`src/rtl/muldiv_unit.sv`:
```
// Iterative RV32M-style multiply/divide execute unit.
// Radix-2^BPC shift-add multiply and restoring divide over XLEN/BPC cycles.
module muldiv_unit #(
    parameter int unsigned XLEN = 32,
    parameter int unsigned BPC  = 1
) (
    input  logic            clk,
    input  logic            rst,
    input  logic            start,
    input  logic            abort,
    input  logic [2:0]      funct3,
    input  logic [XLEN-1:0] op_a,
    input  logic [XLEN-1:0] op_b,
    output logic            busy,
    output logic            done,
    output logic [XLEN-1:0] result
);

    localparam int unsigned L  = XLEN / BPC;
    localparam int unsigned CW = (L > 1) ? $clog2(L) : 1;
    localparam int unsigned AW = 2 * XLEN;

    typedef enum logic [1:0] {
        S_IDLE = 2'd0,
        S_CALC = 2'd1,
        S_FIX  = 2'd2
    } state_e;

    state_e            state_q, state_d;
    logic [CW-1:0]     cnt_q, cnt_d;
    logic [2:0]        fn_q, fn_d;
    logic [AW-1:0]     acc_q, acc_d;
    logic [XLEN-1:0]   opnd_q, opnd_d;
    logic              neg_q, neg_d;
    logic              busy_q, busy_d;
    logic              done_q, done_d;
    logic [XLEN-1:0]   result_q, result_d;

    logic              a_neg, b_neg;
    logic [XLEN-1:0]   mag_a, mag_b;
    logic              div_zero, div_ovf;
    logic [XLEN-1:0]   fast_res;
    logic [AW-1:0]     step_acc;
    logic [XLEN:0]     sum, rem_sh, diff;
    logic [AW-1:0]     prod;
    logic [XLEN-1:0]   quo, rem;
    logic [XLEN-1:0]   fix_res;

    // Operand decode: signedness per opcode, magnitudes, and fast-path detection.
    always_comb begin
        a_neg    = op_a[XLEN-1] && ((funct3 == 3'b001) || (funct3 == 3'b010) ||
                                    (funct3 == 3'b100) || (funct3 == 3'b110));
        b_neg    = op_b[XLEN-1] && ((funct3 == 3'b001) || (funct3 == 3'b100) ||
                                    (funct3 == 3'b110));
        mag_a    = a_neg ? ('0 - op_a) : op_a;
        mag_b    = b_neg ? ('0 - op_b) : op_b;
        div_zero = funct3[2] && (op_b == '0);
        div_ovf  = ((funct3 == 3'b100) || (funct3 == 3'b110)) &&
                   (op_a == {1'b1, {(XLEN-1){1'b0}}}) && (op_b == '1);
        fast_res = '0;
        if (div_zero) begin
            fast_res = funct3[1] ? op_a : '1;
        end else if (div_ovf) begin
            fast_res = funct3[1] ? '0 : op_a;
        end
    end

    // One CALC cycle: BPC shift-add or restoring-division steps.
    always_comb begin
        step_acc = acc_q;
        sum      = '0;
        rem_sh   = '0;
        diff     = '0;
        for (int unsigned i = 0; i < BPC; i++) begin
            if (!fn_q[2]) begin
                sum      = {1'b0, step_acc[AW-1:XLEN]} + (step_acc[0] ? {1'b0, opnd_q} : '0);
                step_acc = {sum, step_acc[XLEN-1:1]};
            end else begin
                rem_sh = step_acc[AW-1:XLEN-1];
                diff   = rem_sh - {1'b0, opnd_q};
                if (!diff[XLEN]) begin
                    step_acc = {diff[XLEN-1:0], step_acc[XLEN-2:0], 1'b1};
                end else begin
                    step_acc = {rem_sh[XLEN-1:0], step_acc[XLEN-2:0], 1'b0};
                end
            end
        end
    end

    // Sign fix and field selection for the FIX state.
    always_comb begin
        prod = neg_q ? ('0 - acc_q) : acc_q;
        quo  = neg_q ? ('0 - acc_q[XLEN-1:0]) : acc_q[XLEN-1:0];
        rem  = neg_q ? ('0 - acc_q[AW-1:XLEN]) : acc_q[AW-1:XLEN];
        case (fn_q)
            3'b000:                 fix_res = prod[XLEN-1:0];
            3'b001, 3'b010, 3'b011: fix_res = prod[AW-1:XLEN];
            3'b100, 3'b101:         fix_res = quo;
            default:                fix_res = rem;
        endcase
    end

    // Next-state logic; abort overrides everything else.
    always_comb begin
        state_d  = state_q;
        cnt_d    = cnt_q;
        fn_d     = fn_q;
        acc_d    = acc_q;
        opnd_d   = opnd_q;
        neg_d    = neg_q;
        done_d   = 1'b0;
        result_d = result_q;
        unique case (state_q)
            S_IDLE: begin
                if (start && !done_q) begin
                    if (div_zero || div_ovf) begin
                        done_d   = 1'b1;
                        result_d = fast_res;
                    end else begin
                        state_d = S_CALC;
                        cnt_d   = '0;
                        fn_d    = funct3;
                        acc_d   = {{XLEN{1'b0}}, (funct3[2] ? mag_a : mag_b)};
                        opnd_d  = funct3[2] ? mag_b : mag_a;
                        neg_d   = (funct3[2] && funct3[1]) ? a_neg : (a_neg ^ b_neg);
                    end
                end
            end
            S_CALC: begin
                acc_d = step_acc;
                if (cnt_q == CW'(L - 1)) begin
                    cnt_d   = '0;
                    state_d = S_FIX;
                end else begin
                    cnt_d = cnt_q + CW'(1);
                end
            end
            S_FIX: begin
                result_d = fix_res;
                done_d   = 1'b1;
                state_d  = S_IDLE;
            end
            default: state_d = S_IDLE;
        endcase
        if (abort) begin
            state_d  = S_IDLE;
            cnt_d    = '0;
            done_d   = 1'b0;
            result_d = result_q;
        end
        busy_d = (state_d != S_IDLE);
    end

    always_ff @(posedge clk) begin
        if (rst) begin
            state_q  <= S_IDLE;
            cnt_q    <= '0;
            fn_q     <= '0;
            acc_q    <= '0;
            opnd_q   <= '0;
            neg_q    <= 1'b0;
            busy_q   <= 1'b0;
            done_q   <= 1'b0;
            result_q <= '0;
        end else begin
            state_q  <= state_d;
            cnt_q    <= cnt_d;
            fn_q     <= fn_d;
            acc_q    <= acc_d;
            opnd_q   <= opnd_d;
            neg_q    <= neg_d;
            busy_q   <= busy_d;
            done_q   <= done_d;
            result_q <= result_d;
        end
    end

    assign busy   = busy_q;
    assign done   = done_q;
    assign result = result_q;

endmodule

```
`config.mk`:
```
export PLATFORM = sky130hd
export DESIGN_NAME = muldiv_unit
export DESIGN_NICKNAME = d
export VERILOG_FILES = /design/src/rtl/muldiv_unit.sv
export SDC_FILE = /design/constraint.sdc
export NUM_CORES = 1
export LEC_CHECK = 0
export CAP_MARGIN = 20
export CORE_ASPECT_RATIO = 0.5
export CORE_MARGIN = 2
export CORE_UTILIZATION = 60
export CTS_BUF_LIST = sky130_fd_sc_hd__clkbuf_8 sky130_fd_sc_hd__clkbuf_16
export DETAILED_ROUTE_END_ITERATION = 10
export PLACE_DENSITY = 0.8
export REMOVE_ABC_BUFFERS = 1
export SYNTH_ARGS = -nofsm -noshare
export SYNTH_HDL_FRONTEND = slang
export SYNTH_SLANG_ARGS = --single-unit
```
`constraint.sdc`:
```
create_clock -name clk -period 7.6 [get_ports clk]
set_clock_uncertainty 0.15 [all_clocks]
set_input_delay 1.14 -clock clk [delete_from_list [all_inputs] [get_ports clk]]
set_output_delay 1.14 -clock clk [all_outputs]
set_load 0.01 [all_outputs]
```
; ---- Word level (Yosys, flattened, before mapping)
; Cells that the tools add are included.
[word_totals]
ram_bits = 0
output_inout_bits = 34
input_bits = 71
latchBits = 0
memories = 0
mem_bits_ro = 0
register_bits = 141
word_cells = 98
[op_classes]
mul = 0
order_cmp = 0
n_reduce_logical = 27
mux = 34
div_mod_pow = 0
addsub = 8
shift = 0
n_eq_ne = 17
bitwise = 3
[ops]
columns = op, n
row1 = 32-bit two-way mux, 13
row2 = 64-bit two-way mux, 5
row3 = 64-bit case mux with 2 select lines, 1
row4 = "1-bit by 32-bit subtractor with 32-bit output, first input constant", 4
row5 = 32-bit case mux with 3 select lines, 1
row6 = "32-bit equality test, second input constant", 2
row7 = 32-bit case mux with 2 select lines, 1
row8 = "1-bit by 64-bit subtractor with 64-bit output, first input constant", 1
row9 = 32-bit by 32-bit adder with 33-bit output, 1
row10 = 33-bit by 32-bit subtractor with 33-bit output, 1
row11 = 32-bit zero test, 1
row12 = 5-bit two-way mux, 3
row13 = "3-bit equality test, second input constant", 4
row14 = 5-bit case mux with 2 select lines, 1
row15 = "3-bit by 2-bit equality test with 1-bit output, second input constant", 3
row16 = 2-bit two-way mux, 4
row17 = 1-bit logical AND, 7
row18 = 1-bit logical OR, 7
row19 = "3-bit by 1-bit equality test with 1-bit output, second input constant", 2
row20 = "2-bit != test, second input constant", 3
row21 = 3-bit AND reduction, 2
row22 = 2-bit nonzero test, 3
row23 = "5-bit by 1-bit adder with 5-bit output, second input constant", 1
row24 = "5-bit equality test, second input constant", 1
row25 = 13 further kinds, 17

; ---- Logic depth before layout (Yosys ltp)
[depth]
depth_word = 10
mapped_depth = 15

; ---- Least setup slack after synthesis
; OpenSTA, ideal clock, no wires.
[synth_path]
path_type = input port to flip-flop
from = input op_b[11]
to = register acc_q[17]
path_stages = 11
setup_slack_ns = 3.672
arrival_ns = 3.651
setup_ns = 0.128
path_cell_list = or4_4 or3_4 or3_4 or4_1 buf_6 nand3_2 a21oi_1 buf_2 buf_2 o22ai_1 nor2_1
[synth_between]
elab_chain_cells = 6
[synth_rtl]
columns = item, line
row1 = "start, declared", 13  ; input logic [XLEN-1:0] op_b,
row2 = 1-bit by 32-bit subtractor with 32-bit output, 56  ; mag_b = b_neg ? ('0 - op_b) : op_b;
row3 = 32-bit two-way mux, 56
row4 = 32-bit two-way mux, 123  ; acc_d = {{XLEN{1'b0}}, (funct3[2] ? mag_a : mag_b)};
row5 = 64-bit two-way mux, 116  ; if (div_zero || div_ovf) begin
row6 = 64-bit two-way mux, 115  ; if (start && !done_q) begin
row7 = 64-bit case mux with 2 select lines, 113  ; unique case (state_q)
row8 = "end signal, assigned", 159  ; acc_q <= '0;
row9 = "end signal, assigned", 169  ; acc_q <= acc_d;
row10 = "end, declared", 32  ; logic [AW-1:0] acc_q, acc_d;
; Parallel ways exist; a longest one is shown, timed or not. The select of a mux whose other input is x is not followed.
; A chain may end at the register's enable or synchronous reset.

; ---- Final worst setup path
[layout_path]
from = input op_b[3]
to = register result_q[26] (netlist: result[26])
[layout_between]
elab_chain_cells = 7
[layout_rtl]
columns = item, line
row1 = 32-bit equality test, 59  ; (op_a == {1'b1, {(XLEN-1){1'b0}}}) && (op_b == '1);
row2 = 1-bit logical AND, 59
row3 = 32-bit two-way mux, 63  ; end else if (div_ovf) begin
row4 = 32-bit two-way mux, 61  ; if (div_zero) begin
row5 = 32-bit two-way mux, 116
row6 = 32-bit two-way mux, 115
row7 = 32-bit case mux with 2 select lines, 113
row8 = "end signal, assigned", 174  ; result_q <= result_d;
row9 = "end, declared", 37  ; logic [XLEN-1:0] result_q, result_d;
; Parallel ways exist; a longest one is shown, timed or not. The select of a mux whose other input is x is not followed.

==> summary.txt <==
Detailed routing
  • Antenna Nets Post-Route: 0
  • DRT Pass-1 Iters: 6
  • # DRC: 0
  • Detailed-route vias per instance: 6.776
  • Number of DRC markers in iteration 0: about 2300
  • Total length of routed wires: 53790 microns
  • Vias post-DR: 16220
  • Routed WL per cell: between 20 and 25 microns

Logic synthesis
  • EDFF count, synth: 0
  • Cell count after synthesis: 2078
  • Avg Inst Size Synth: approximately 7.1 sq um
  • Ys Warns: 0
  • #FFs+latches synth: roughly 140
  • Largest family of logic cells by synthesized area: compound AO/OA/AOI/OAI gates
  • Synth Area in Compound Gates: 28.25%
  • Ys async rst share: 0%
  • Adder-cell area share of the yosys netlist: 6.324%
  • Post-Synth Simple-Gate Area: 23.86%
  • Syn Std Cell Area: 14680 sq um
  • Seq/Total Area, Yosys: around a fifth
  • Share of synthesized area spent on multiplexers: 5.906%
  • Main synth FF type: dfxtp_1
  • Synth Area in XOR/XNOR: 10.32%
  • Cell variety after synth: 84

STA
  • Hold slack: 0.3052 ns
  • Slew Limit Fails: 0
  • Final Setup Violations: 0
  • Slew margin rel.: 25.31%
  • Fmax: 200.7 MHz
  • Period utilisation layout: 65.55%
  • Worst-margin pin slew: 1.119 ns
  • Final Hold Viols: 0
  • Crit path time final: 4.982 ns
  • Setup TNS Final: 0 ns
  • RSZ-0062 raised after global routing: no

Layout
  • Fin nets: 2209
  • Area growth syn-to-layout: 10.62%
  • Commonest cells after routing, fill and taps aside: nor2_1 (280), a21oi_1 (196), nand2_1 (172)
  • Final instance area: 16240 sq um
  • Fillers: 2134
  • Commonest non-fill, non-tap cell in the layout: nor2_1
  • Ratio of cells with drive above 1 in the final layout: 5.101%

Clocking
  • Cts bufs inserted: 17
  • Skew-Pair Late Insertion Delay: around 0.45 ns
  • Post-CTS Setup Repair Bufs: 0
  • CTS tree: done
  • Clock-pin slew on the worst setup and hold paths: 0.07 ns
  • Post-CTS sizing: 0
  • H-tree depth: 4
  • Clk buf depth: 2
  • CTS root buf: clkbuf_16
  • CTS Hold Bufs: 0
  • Clk sink count: 141

Worst setup path
  • Largest delay share family, worst path: simple AND/OR/NAND/NOR gates
  • Crit path cell chain: clkdlybuf4s50_1, nor3_1, nand3_1, or3_4, or4_1, o21ai_2, a21o_1, nor2_1, a22o_1
  • Buffers and inverters on the worst path: 1
  • Critical path class: in -> reg
  • WP data arrival: 5.17 ns
  • Crit path from: op_b[3]
  • Crit-path max FO: 18
  • Startpoint Class: primary input
  • CP Capture Type: flop
  • Max stage delay on crit path: 0.66 ns
  • Internal reg-to-reg setup slack: 2.73 ns
  • CP max stage cell: a21o_1
  • R2R Path Start: acc_q[31]
  • Worst EP required: between 7 and 8 ns

GRT
  • Largest net degree at the start of global routing: 70
  • First-pass GRT wire length: 82020 microns
  • Vias in the first global route: 14170
  • Initial antenna violation count: 2
  • Global route overflow: 0
  • GRT Total Usage: 41.16%

Pwr
  • Leakage: 6.399 nW
  • Cell area power density: 149.9 nW/um^2
  • Total Power: around 2.4 mW
  • Max IR drop VDD: 0.1755 mV

Floorplan
  • Starting Density: roughly three fifths
  • Row count: 40
  • Area of the core: approximately 24000 sq um
  • Die Area: 25810 sq um
  • Die height: 114.6 microns
  • Boundary Pins: 105
  • Die Wd: 225.2 microns

Placed design
  • Placed cell areas: about 16000 sq um
  • RD Place Congestion: 1.012
  • Post-DP HPWL: 40200 microns
  • I/O Buffers: 104

Status
  • Status: finished clean

Min path
  • HP Start: result[23]
  • Worst Hold Class: reg -> reg

Flow run
  • Max Cap Viol: 0
worst paths after layout:
kind / endpoint / depth (start not counted)
setup / recovery: result[26] / 9
hold / removal: result[23] / 2
setup reg to reg: acc_q[47] / 13
hold reg to reg: result[23] / 2
cell type report:
| class | instances | area, sq um | share of cell area, % |
|---|---|---|---|
| Clock buffer | 17 | 425.4 | 2.620 |
| Multi-Input combinational cell | 1723 | 10990 | 67.66 |
| Inverter | 55 | 206.4 | 1.271 |
| Clock inverter | 15 | 192.7 | 1.187 |
| Sequential cell | 141 | 2825 | 17.40 |
| Antenna cell | 1 | 2.502 | 0.01541 |
| Tap cell | 315 | 394.1 | 2.427 |
| Timing Repair Buffer | 127 | 1206 | 7.427 |
per-layer routing:
layer	part of all wire, %	up-vias	track usage, %
li1	-	7518	-
met4	2.1	4	10.15
met5	0.052	-	0
met3	15	134	14.22
met1	43	7466	58.63
met2	40	1100	58.81
worst reg2reg max path, cell delays in order (launching register included):
cell and delay [ns]:
dfxtp_1 0.66, inv_1 0.10, ha_1 0.26, fa_1 0.40, nand2b_1 0.21, a21oi_1 0.35, o21ai_0 0.25, o21ai_0 0.34
a211oi_1 0.21, xnor2_2 0.71, buf_4 0.49, mux2_2 0.39, a22oi_1 0.14, o21ai_0 0.10
cell families (layout without fill, tap and decap cells):
kind of cell,count (synthesis),after routing
flip-flops,141,141
buffers and inverters,214,214
other,0,1
XOR/XNOR,173,173
adder cells (fa/ha/maj),73,73
AND/OR/NAND/NOR,740,740
multiplexers,86,86
AO/OA/AOI/OAI,651,651
stage by stage:
step                worst slack, ns  util (%)  instances
floorplan                     2.299         -       1919
global placement              2.317     65.02       2361
detailed placement            2.270     65.02       2361
CTS                           2.729     67.59       2393
global route                  2.449     67.59       2393
finish                        2.618     67.60       2394
where the power goes:
part	internal [mW]	leakage (nW)	total [mW]	switching [mW]
sequential	0.773	1.15	0.842	0.0687
combinational	0.262	4.95	0.697	0.436
clock	0.475	0.295	0.895	0.420
total	1.51	6.40	2.43	0.924
cells in the mapped netlist (30+ instances only):
cell type,n,area [sq um]
o21ai_0,132,660.6
or3_1,31,193.9
clkbuf_1,126,473.0
inv_1,54,202.7
nor3_1,69,345.3
xnor2_1,92,805.8
mux2i_1,81,810.8
nor2_1,280,1051
nand3_1,33,165.2
a21o_1,41,307.8
nand2_1,172,645.6
o211ai_1,32,240.2
o31ai_1,30,225.2
a211oi_1,37,277.8
xor2_1,81,709.4
ha_1,71,888.4
a21oi_1,197,986.0
dfxtp_1,141,2823
state kept, by name (all words and copies together), names as in the netlist:
name	flops
state_q	2
opnd_q	32
fn_q	3
result	32
neg_q	1
acc_q	64
busy	1
done	1
cnt_q	5
Note: power is estimated with default switching activity, not from simulation.
==> variant 1 (same flow settings) <==
Re-encode `state_e` (3 states) as one-hot, 3 bits wide.
--- a/src/rtl/muldiv_unit.sv
+++ b/src/rtl/muldiv_unit.sv
@@ -21,8 +21,8 @@
     localparam int unsigned AW = 2 * XLEN;
 
-    typedef enum logic [1:0] {
-        S_IDLE = 2'd0,
-        S_CALC = 2'd1,
-        S_FIX  = 2'd2
+    typedef enum logic [2:0] {
+        S_IDLE = 3'b001,
+        S_CALC = 3'b010,
+        S_FIX  = 3'b100
     } state_e;
 
Behaviour: no difference found for any inputs over 4 cycles, from zero or initial values and one cycle with rst high; so few cycles prove little.
==> variant 1 against the original RTL <==
- via count fell by 3.9%
- sequential share of layout area rose by 0.57 points
- combinational power is 7.0% lower
- synthesized area down 3.2%
- worst setup slack got worse by 0.15 ns
- sequential cell count up 1
- total power down 2.9%
- non-clock buffer count down 2
- wire length is 6.6% lower
- cell area fell by 2.5%
- global-route usage fell by 1.8 points
- fmax fell by 2.9%
==> variant 1: results (changes against the original RTL) <==
Util after Layout = 68.8% (+1.2 points)
Placed Area = 15200 um^2 (-2.6%)
number of multi-input logic gates = 1652 (-4.1%)
cells after synthesis = 2011 (-3.2%)
Starting DRT DRC Count = 2132 (-6.2%)
first-pass GRT wire length = 77200 um (-5.8%)
vias in the first global route = 13500 (-4.5%)
Post-Synth Adder-Cell Area = 6.54% (+0.21 points)
antenna violations before repair = 0 (-2)
post-DR wirelength/cell = 21.6 um (-3.9%)
total design power = 2360 uW (-2.9%)
multi-input logic area = 10500 um^2 (-4.0%)
GRT Overall Usage = 39.4% (-1.8 points)
CP arrival = 5.37 ns (+0.20 ns)
via count = 15600 (-3.9%)
Tightest Pin Transition = 1.21 ns (+0.0860 ns)
detailed-router iteration count before antenna repair = 9 (+3)
post-synthesis mux area share = 5.36% (-0.55 points)
Buffers, non-clock = 125 (-1.6%)
HPWL Detailed = 37700 um (-6.1%)
worst reg2reg startpoint = acc_q[2]$_SDFFE_PP0P_
Signal buf overhead = 7.50% (+0.077 points)
CP max-delay cell = nor2_2
Switching Share = 34.6% (-3.4 points)
post-CTS sizing = 0 (unchanged)
reg-to-reg endpoint = result[17]$_SDFFE_PP0P_
total wire length = 50200 um (-6.6%)
clock network contribution to total cell area = 3.93% (+0.12 points)
top post-synthesis cells by count = a21oi_1 (204), nand2_1 (204), nor2_1 (204)
depth of the most critical reg-to-reg path = 8 (-5)
largest net degree at the start of global routing = 91 (+30%)
fraction of area in registers = 18.0% (+0.57 points)
fin nets = 2149 (-2.7%)
Hold Path Sink = opnd_q[5]$_SDFFE_PP0P_
synth top area cells = dfxtp_1 (20%), a21oi_1 (7.2%), ha_1 (6.3%)
min-delay src = opnd_q[5]$_SDFFE_PP0P_
total CTS buffers = 17 (unchanged)
GP Congestion = 0.998 (-1.3%)
Post-Synth XOR/XNOR Area = 10.9% (+0.53 points)
Non-clk invs = 67 (+22%)
critical-path maximum fanout = 56 (+38)
outcome = completed
number of fill cells = 2050 (-3.9%)
Cell variety after synth = 74 (-12%)
CP max stage delay = 0.76 ns (+0.10 ns)
DP Cell Count = 2293 (-2.9%)
register area share after synthesis = 20.0% (+0.78 points)
Reg2Reg Setup Slack = 3.19 ns (+0.46 ns)
hold slack = 0.301 ns (-0.00411 ns)
pre-CTS setup slack = 2.15 ns (-0.116 ns)
variant 1: per-layer routing:
metal | up-vias | wire length [um] | global-route usage [%] | share of wire, %
met2 | 1000 | 19300 | 53.9 | 38
met5 | - | 0 | 0 | 0
met4 | 0 | 1010 | 8.92 | 2.0
li1 | 7299 | - | - | -
met3 | 91 | 7860 | 14.1 | 16
met1 | 7193 | 22100 | 58.1 | 44
variant 1: worst max path at each step:
stage                        endpoint  slack (ns)  cells after the start
2_1_floorplan  acc_q[55]$_SDFFE_PP0P_        2.31                     14
3_5_place_dp    cnt_q[3]$_SDFFE_PP0P_        2.15                     11
5_1_grt         cnt_q[2]$_SDFFE_PP0P_        2.29                     11
6_report        cnt_q[2]$_SDFFE_PP0P_        2.47                     11
3_3_place_gp    cnt_q[3]$_SDFFE_PP0P_        2.29                     11
4_1_cts         cnt_q[2]$_SDFFE_PP0P_        2.57                     11
==> variant 2 (config.mk and constraints unchanged) <==
Without the edit above. `XLEN`: 32 -> 16.
--- a/src/rtl/muldiv_unit.sv
+++ b/src/rtl/muldiv_unit.sv
@@ -2,5 +2,5 @@
 // Radix-2^BPC shift-add multiply and restoring divide over XLEN/BPC cycles.
 module muldiv_unit #(
-    parameter int unsigned XLEN = 32,
+    parameter int unsigned XLEN = 16,
     parameter int unsigned BPC  = 1
 ) (
Ports: changed (resized op_a, op_b and result); port bits go from 105 to 57. The function was not compared with the original's and may differ.
==> variant 2 against the original RTL <==
- fmax is 11% higher
- first-iteration DRC count is 52% lower
- synthesized area is 50% lower
- critical endpoint is now acc_q[29]$_SDFFE_PP0P_
- hold slack better by 0.0025 ns
- cell area is 49% lower
- combinational power is 47% lower
- sequential cell count is 65 lower
- total power is 46% lower
- count of clock-buffer cells in the layout is 8 lower
- die area is 49% lower
- core utilization is 2.0 points higher
- wire length is 55% lower
- global-route usage is 3.9 points lower
- worst setup slack better by 0.49 ns
- highest routed layer is now met4
==> variant 2: results (changes against the original RTL) <==
top post-synthesis cells by count = nor2_1 (123), nand2_1 (84), o21ai_0 (78)
register area share after synthesis = 20.9% (+1.6 points)
Tightest Pin Transition = 1.05 ns (-0.0688 ns)
GP Congestion = 0.967 (-4.5%)
Syn Area/Cell = 7.24 um^2 (+2.5%)
PortBufs = 56 (-46%)
post-CTS sizing = 0 (unchanged)
Synth Flop Type = dfxtp_1
max reg flops = 32 (-50%)
# diodes = 0 (-1)
later-pin clock latency in the skew report = 0.35 ns (-0.10 ns)
synth warn = 0 (unchanged)
antenna violations before repair = 0 (-2)
clock power share = 38.6% (+1.8 points)
Post-Synth Adder-Cell Area = 7.07% (+0.74 points)
post-synthesis mux area share = 6.35% (+0.44 points)
clock-pin slew on the worst setup and hold paths = 0.07 ns (about the same)
largest net degree at the start of global routing = 58 (-17%)
CP max-delay cell = nor2_1
number of fill cells = 1060 (-50%)
Net Sw Power = 440 uW (-52%)
clk buf depth = 2 (unchanged)
peak supply drop = 0.000130 V (-26%)
total CTS buffers = 9 (-8)
Cell variety after synth = 78 (-7.1%)
HPWL Detailed = 18100 um (-55%)
CP max stage delay = 0.80 ns (+0.14 ns)
static leakage = 0.00312 uW (-51%)
detailed-router iteration count before antenna repair = 5 (-1)
depth of the most critical reg-to-reg path = 12 (-1)
clk root buf = clkbuf_16
via count = 7917 (-51%)
outcome = completed
first-pass GRT wire length = 38300 um (-53%)
Synth Area in Compound Gates = 28.7% (+0.50 points)
Setup Fix Bufs, Post-CTS = 0 (unchanged)
most flop-heavy register = acc_q
post-DR wirelength/cell = 20.4 um (-9.3%)
DP Cell Count = 1177 (-50%)
sequential logic power = 444 uW (-47%)
critical-path maximum fanout = 25 (+7)
vias in the first global route = 7087 (-50%)
layout cells sized above 1 = 4.57% (-0.53 points)
Starting DRT DRC Count = 1093 (-52%)
total wire length = 24300 um (-55%)
GRT Overall Usage = 37.3% (-3.9 points)
synth top area cells = dfxtp_1 (21%), ha_1 (6.5%), nor2_1 (6.3%)
H-tree depth = 3 (-1)
CP arrival = 4.61 ns (-0.56 ns)
Post-Synth XOR/XNOR Area = 8.88% (-1.4 points)
hold-critical path depth = 2 (unchanged)
Hold Path Class = reg2reg
Synth async-reset ratio = 0% (unchanged)
fin nets = 1103 (-50%)
antenna viol nets, final = 0 (unchanged)
-- variant 2: metal layers --
| metal | vias up | routed length [um] | track usage (%) |
|---|---|---|---|
| li1 | 3739 | - | - |
| met1 | 3707 | 11100 | 51.4 |
| met3 | 47 | 2690 | 9.09 |
| met4 | 0 | 395 | 9.82 |
| met5 | - | 0 | 0 |
| met2 | 424 | 10100 | 58.8 |
-- variant 2: stage by stage --
stage | cell area [um^2] | hold slack, ns | setup WS, ns | power, uW | util [%]
4_1_cts | 8240 | 0.308 | 3.10 | 1310 | 69.6
2_1_floorplan | 7050 | 0.276 | 3.73 | 677 | -
6_report | 8250 | 0.308 | 3.10 | 1320 | 69.6
3_3_place_gp | 7890 | 0.292 | 2.85 | 799 | 66.6
3_5_place_dp | 7890 | 0.298 | 2.74 | 805 | 66.6
5_1_grt | 8250 | 0.329 | 2.84 | 1370 | 69.6
-- variant 2: layout make-up --
class	count	area, um^2	area share (%)
Clock buffer	9	225	2.73
Clock inverter	7	124	1.50
Inverter	40	150	1.82
Multi-Input combinational cell	829	5380	65.2
Sequential cell	76	1520	18.5
Tap cell	165	206	2.50
Timing Repair Buffer	68	643	7.80
-- variant 2: worst max-delay path, delay by kind of cell --
kind / cells / cell delay, ns
compound gates: 2 / 0.33
fa+ha+maj: 1 / 0.16
buf+inv: 3 / 0.83
simple gates: 6 / 2.15
-- variant 2: worst paths after layout --
path	start	endpoint	slack (ns)
setup / recovery	op_b[0]	acc_q[29]$_SDFFE_PP0P_	3.10
hold / removal	opnd_q[4]$_SDFFE_PP0P_	opnd_q[4]$_SDFFE_PP0P_	0.31
setup reg to reg	acc_q[15]$_SDFFE_PP0P_	acc_q[16]$_SDFFE_PP0P_	3.31
hold reg to reg	opnd_q[4]$_SDFFE_PP0P_	opnd_q[4]$_SDFFE_PP0P_	0.31
